### config.mk
export PLATFORM = sky130hd
export DESIGN_NAME = encoder_emulator
export DESIGN_NICKNAME = d
export VERILOG_FILES = /design/src/rtl/encoder_pkg.sv /design/src/rtl/encoder_emulator_step_timer.sv /design/src/rtl/encoder_emulator.sv
export SDC_FILE = /design/constraint.sdc
export NUM_CORES = 1
export LEC_CHECK = 0
export ABC_CLOCK_PERIOD_IN_PS = 3850
export BUFFER_PORTS_ARGS = -buffer_cell sky130_fd_sc_hd__buf_2
export CAP_MARGIN = 20
export CORE_MARGIN = 1
export CORE_UTILIZATION = 50
export CTS_BUF_LIST = sky130_fd_sc_hd__clkbuf_16
export DETAILED_ROUTE_END_ITERATION = 8
export HOLD_SLACK_MARGIN = 0.15
export MAX_ROUTING_LAYER = met4
export PLACE_DENSITY = 0.69
export SLEW_MARGIN = 25
export SYNTH_ARGS = -nofsm -noshare
export SYNTH_HDL_FRONTEND = slang
export SYNTH_SLANG_ARGS = --single-unit
### constraint.sdc
create_clock -name clock -period 3.85 [get_ports clock]
set_input_delay 0.385 -clock clock [delete_from_list [all_inputs] [get_ports clock]]
set_output_delay 0.385 -clock clock [all_outputs]
set_load 0.01 [all_outputs]
### src/rtl/encoder_pkg.sv
// Shared types and helpers for the quadrature encoder emulator.
// Phase encoding is chosen so that forward motion is a plain +1 on the phase code.
package encoder_pkg;

   localparam int MIN_PERIOD = 2;

   typedef enum logic {IDLE, RUN} emu_state_t;

   typedef enum logic [1:0] {
      P00 = 2'd0,
      P10 = 2'd1,
      P11 = 2'd2,
      P01 = 2'd3
   } quad_phase_t;

   function automatic quad_phase_t next_phase(input quad_phase_t phase, input logic dir);
      quad_phase_t nxt;
      case (phase)
         P00:     nxt = dir ? P10 : P01;
         P10:     nxt = dir ? P11 : P00;
         P11:     nxt = dir ? P01 : P10;
         default: nxt = dir ? P00 : P11;
      endcase
      return nxt;
   endfunction

   function automatic logic phase_a(input quad_phase_t phase);
      return (phase == P10) || (phase == P11);
   endfunction

   function automatic logic phase_b(input quad_phase_t phase);
      return (phase == P11) || (phase == P01);
   endfunction

endpackage

### src/rtl/encoder_emulator_step_timer.sv
// Loadable down-counter pacing the emulator's quadrature steps.
// Holds at zero; zero is decoded from the count register.
module step_timer #(
   parameter int PERIOD_W = 32
) (
   input  logic                clock,
   input  logic                system_reset,
   input  logic                load,
   input  logic [PERIOD_W-1:0] load_val,
   input  logic                run,
   output logic                zero
);

   logic [PERIOD_W-1:0] count_reg;

   always_ff @(posedge clock or negedge system_reset) begin
      if (!system_reset) begin
         count_reg <= '0;
      end else if (load) begin
         count_reg <= load_val;
      end else if (run && (count_reg != '0)) begin
         count_reg <= count_reg - PERIOD_W'(1);
      end
   end

   assign zero = (count_reg == '0);

endmodule

### src/rtl/encoder_emulator.sv
// Quadrature encoder emulator: emits A/B levels, a step strobe and a signed position
// at a programmable step period, with a one-deep shadow register for period updates.
module encoder_emulator
   import encoder_pkg::*;
#(
   parameter int PERIOD_W     = 32,
   parameter int POS_W        = 32,
   parameter int MIN_PERIOD   = encoder_pkg::MIN_PERIOD,
   parameter int RESET_PERIOD = 20
) (
   input  logic                clock,
   input  logic                system_reset,
   input  logic                enable,
   input  logic                dir,
   input  logic [PERIOD_W-1:0] period_in,
   input  logic                period_valid,
   output logic                period_ready,
   output logic                enc_a,
   output logic                enc_b,
   output logic                encoder_data,
   output logic                step_pulse,
   output logic [POS_W-1:0]    position
);

   emu_state_t          state_reg, state_next;
   quad_phase_t         phase_reg, phase_next;
   logic [PERIOD_W-1:0] active_period_reg, active_period_next;
   logic [PERIOD_W-1:0] shadow_reg, shadow_next;
   logic                period_ready_reg, period_ready_next;
   logic                enc_a_reg, enc_a_next;
   logic                enc_b_reg, enc_b_next;
   logic                step_pulse_reg, step_pulse_next;
   logic [POS_W-1:0]    position_reg, position_next;

   logic                timer_load, timer_run, timer_zero;
   logic [PERIOD_W-1:0] timer_load_val;
   logic [PERIOD_W-1:0] clamped_period, effective_period;
   logic                accept;

   step_timer #(.PERIOD_W(PERIOD_W)) u_step_timer (
      .clock        (clock),
      .system_reset (system_reset),
      .load         (timer_load),
      .load_val     (timer_load_val),
      .run          (timer_run),
      .zero         (timer_zero)
   );

   // The shadow is full exactly when ready is low, so ready doubles as the empty flag.
   assign accept           = period_valid && period_ready_reg;
   assign clamped_period   = (period_in < PERIOD_W'(MIN_PERIOD)) ? PERIOD_W'(MIN_PERIOD) : period_in;
   assign effective_period = period_ready_reg ? active_period_reg : shadow_reg;

   always_comb begin
      state_next         = state_reg;
      phase_next         = phase_reg;
      active_period_next = active_period_reg;
      shadow_next        = shadow_reg;
      period_ready_next  = period_ready_reg;
      enc_a_next         = enc_a_reg;
      enc_b_next         = enc_b_reg;
      step_pulse_next    = 1'b0;
      position_next      = position_reg;
      timer_load         = 1'b0;
      timer_load_val     = '0;
      timer_run          = 1'b0;

      if (accept) begin
         shadow_next       = clamped_period;
         period_ready_next = 1'b0;
      end

      case (state_reg)
         IDLE: begin
            if (!period_ready_reg) begin
               active_period_next = shadow_reg;
               period_ready_next  = 1'b1;
            end
            if (enable) begin
               state_next     = RUN;
               timer_load     = 1'b1;
               timer_load_val = effective_period - PERIOD_W'(1);
            end
         end
         RUN: begin
            // Disable wins over a coincident step boundary.
            if (!enable) begin
               state_next = IDLE;
               timer_load = 1'b1;
            end else if (timer_zero) begin
               phase_next      = next_phase(phase_reg, dir);
               enc_a_next      = phase_a(phase_next);
               enc_b_next      = phase_b(phase_next);
               step_pulse_next = 1'b1;
               position_next   = position_reg + (dir ? POS_W'(1) : {POS_W{1'b1}});
               timer_load      = 1'b1;
               timer_load_val  = effective_period - PERIOD_W'(1);
               if (!period_ready_reg) begin
                  active_period_next = shadow_reg;
                  period_ready_next  = 1'b1;
               end
            end else begin
               timer_run = 1'b1;
            end
         end
         default: state_next = IDLE;
      endcase
   end

   always_ff @(posedge clock or negedge system_reset) begin
      if (!system_reset) begin
         state_reg         <= IDLE;
         phase_reg         <= P00;
         active_period_reg <= PERIOD_W'(RESET_PERIOD);
         shadow_reg        <= '0;
         period_ready_reg  <= 1'b1;
         enc_a_reg         <= 1'b0;
         enc_b_reg         <= 1'b0;
         step_pulse_reg    <= 1'b0;
         position_reg      <= '0;
      end else begin
         state_reg         <= state_next;
         phase_reg         <= phase_next;
         active_period_reg <= active_period_next;
         shadow_reg        <= shadow_next;
         period_ready_reg  <= period_ready_next;
         enc_a_reg         <= enc_a_next;
         enc_b_reg         <= enc_b_next;
         step_pulse_reg    <= step_pulse_next;
         position_reg      <= position_next;
      end
   end

   assign period_ready = period_ready_reg;
   assign enc_a        = enc_a_reg;
   assign enc_b        = enc_b_reg;
   assign encoder_data = enc_a_reg;
   assign step_pulse   = step_pulse_reg;
   assign position     = position_reg;

endmodule
==> results by group <==
Outcome
  – Status: finished, final reports clean

Logic synthesis
  – Distinct cells, synth: 79
  – Yosys reg bits: 135
  – Biggest area consumer among synthesized cells: dfrtp_1
  – Post-Synthesis Cells: 922
  – Avg Inst Size Synth: 9.45 um^2
  – Syn_nets: 995
  – EDFF count, synth: 0
  – Top-area cell type share of the netlist area: 37.9%
  – Sequential fraction of the synthesis area: 38.8%
  – Warnings, synthesis: 0
  – Synthesized cell area: 8720 um^2
  – Synth area leaders: dfrtp_1 38%, mux2_2 8.1%, ha_1 5.0%
  – Post-synthesis async set-or-reset flop share: 100%
  – Predominant post-synthesis flop cell: dfrtp_1

Cells and area
  – Nets: 1066
  – Multi-input gate area: 5070 um^2
  – Total inserted antenna cells: 0
  – Fillers: 1441
  – Area grow syn2layout: 14.2%
  – Commonest non-fill, non-tap cell in the layout: dfrtp_1
  – Register area: 3380 um^2
  – Share of cells above drive strength 1: 21.9%
  – Most frequent cells in the layout: 132 x dfrtp_1, 87 x o21ai_0, 86 x nand2_1

Setup path
  – CP max FO: 17
  – Critical Path RT: 4.13 ns
  – Crit-path cells: buf_4, or3b_2, a221oi_1, and4_1, and3_1, nand3_1, xnor2_1, o22ai_1
  – Worst path arrival time: 3.54 ns
  – Worst r2r src: period_ready
  – Startpoint types: flop
  – Critical Path End Type: flop
  – Slowest CP cell: dfstp_2
  – Slowest stage delay, CP: 0.72 ns
  – Reg2Reg Setup Slack: 0.59 ns
  – R2r endpoint: u_step_timer.count_reg[24]
  – Reg2reg path depth: 8
  – WS Path Type: reg -> reg

Timing
  – Fin crit share: 84.8%
  – Hold Fails Final Rpt: 0
  – Worst Clk Skew: 0.0118 ns
  – Setup violators final: 0
  – Fin crit period: 3.26 ns
  – Setup TNS: 0 ns
  – Unrepaired setup endpoints after global routing: no
  – Slew margin rel.: 44.9%
  – FMAX: 306 MHz
  – Final Max Slew Viols: 0
  – Worst-margin pin slew: 0.826 ns
  – Hold WS: 0.194 ns

Routing
  – Vias: 7245
  – First-pass iteration count of the detailed router: 5
  – Wirelength per Cell: 16.7 um
  – Remaining antenna violation count after routing: 0
  – DRT iter0 DRCs: 483
  – DRC: 0
  – Via/cell ratio: 5.91
  – WL final: 20500 um

Clocking
  – H-tree level count: 4
  – Hold Buf Count CTS: 1
  – Worst skew pair latency: 0.43 ns
  – CTS max path bufs: 2
  – Clock transition at path regs: 0.07 ns
  – CTS tree: built
  – PostCTS Resize Cnt: 0
  – CTS sink cnt: 135
  – Setup bufs post-CTS: 0
  – TritonCTS Buffers: 17
  – Clock root buffer: clkbuf_16

Floorplan
  – Chip Width: 134 um
  – Cell Rows: 47
  – Starting Density: 51.8%
  – Core area: 16800 um^2
  – Die height: 134 um
  – IO Count: 74
  – DIE AREA: 18000 um^2

Global route
  – Number of global-route vias before repair: 6758
  – First-pass GRT wire length: 34800 um
  – Initial antenna violation count: 0
  – Total GRT Usage: 24.9%
  – Grt total ovfl: 0
  – Largest net degree at the start of global routing: 90

Power
  – Lkg Pwr: 4.42 nW
  – Total Power: 5.26 mW
  – P per Cell Area: 529 nW/um^2
  – VDD IR max: 0.360 mV

Run
  – Max-cap viol count: 0

Hold path
  – Cell depth of the worst min-delay path: 2
  – HP Start: period_in[1]
  – Hold/Removal Path Class: in -> reg
  – Hold Crit Endpoint: shadow_reg[1]

Place
  – I/O Buffers: 73
  – Hpwl dp: 14700 um
  – Routability Congestion: 0.877
==> synthesized netlist by cell type, drive strengths merged, types with 5 or more instances <==
cell type / instances
a211oi: 6
a21o: 13
a21oi: 59
a221oi: 7
a22oi: 5
a31oi: 5
and2: 7
buf: 20
clkbuf: 20
dfrtp: 132
ha: 35
inv: 21
mux2: 65
mux2i: 28
nand2: 87
nand2b: 7
nand3: 15
nand4: 6
nor2: 60
nor3: 30
nor3b: 7
nor4: 16
o211ai: 15
o21ai: 89
o221ai: 5
o22ai: 8
or2: 5
or3: 11
or3b: 7
xnor2: 37
xor2: 29
==> stage by stage <==
step	std cells	cell area, um^2	utilization [%]	worst slack [ns]
after floorplan	922	8720	-	0.258
after CTS	1226	9950	59.2	0.600
after global placement	1193	9310	55.4	0.550
after global routing	1226	9950	59.2	0.432
after detailed placement	1193	9320	55.4	0.489
final	1226	9950	59.2	0.586
==> routing by layer <==
layer  vias to the layer above  wire length, um  track usage (%)
li1                       3553                -                -
met1                      3467            10500             36.5
met2                       199             8820             35.5
met3                        26              979             4.27
met4                         0              251             6.68
met5                         -                0                -
==> how the worst max path moves through the flow <==
stage | to | from | slack (ns) | cells after the start
6_report | u_step_timer.count_reg[24] | period_ready | 0.59 | 8
3_3_place_gp | position[28] | dir | 0.55 | 11
2_1_floorplan | u_step_timer.count_reg[28] | period_ready | 0.26 | 15
4_1_cts | u_step_timer.count_reg[24] | period_ready | 0.60 | 8
5_1_grt | u_step_timer.count_reg[24] | period_ready | 0.43 | 8
3_5_place_dp | position[28] | dir | 0.49 | 11
==> critical path, delay by kind of cell (launching register included) <==
family,cells,cell delay (ns)
AND/OR/NAND/NOR,4,1.22
flip-flops,1,0.72
AO/OA/AOI/OAI,2,0.67
buffers and inverters,1,0.27
XOR/XNOR,1,0.23
==> power breakdown <==
group          total [mW]  switching [mW]  internal (mW)
clock network        1.73           0.734           1.00
registers            2.10           0.349           1.76
logic                1.43           0.756          0.669
==> cells by family (layout without fill, tap and decap cells) <==
family | after synthesis | in the layout | synth area share [%]
AND/OR/NAND/NOR | 276 | 276 | 16.2
flip-flops | 135 | 135 | 38.8
AO/OA/AOI/OAI | 255 | 255 | 18.3
multiplexers | 93 | 93 | 11.7
adder cells (fa/ha/maj) | 36 | 36 | 5.25
XOR/XNOR | 66 | 66 | 6.63
buffers and inverters | 61 | 145 | 3.09
==> cell type report <==
type / instances / share of cell area, %
clock buffer: 17 / 4.27
sequential: 135 / 34.0
inverter: 21 / 0.792
tap: 220 / 2.77
timing repair buffer: 92 / 5.19
clock inverter: 15 / 2.05
multi-input combinational: 726 / 51.0
(Power assumes the default switching activity.)
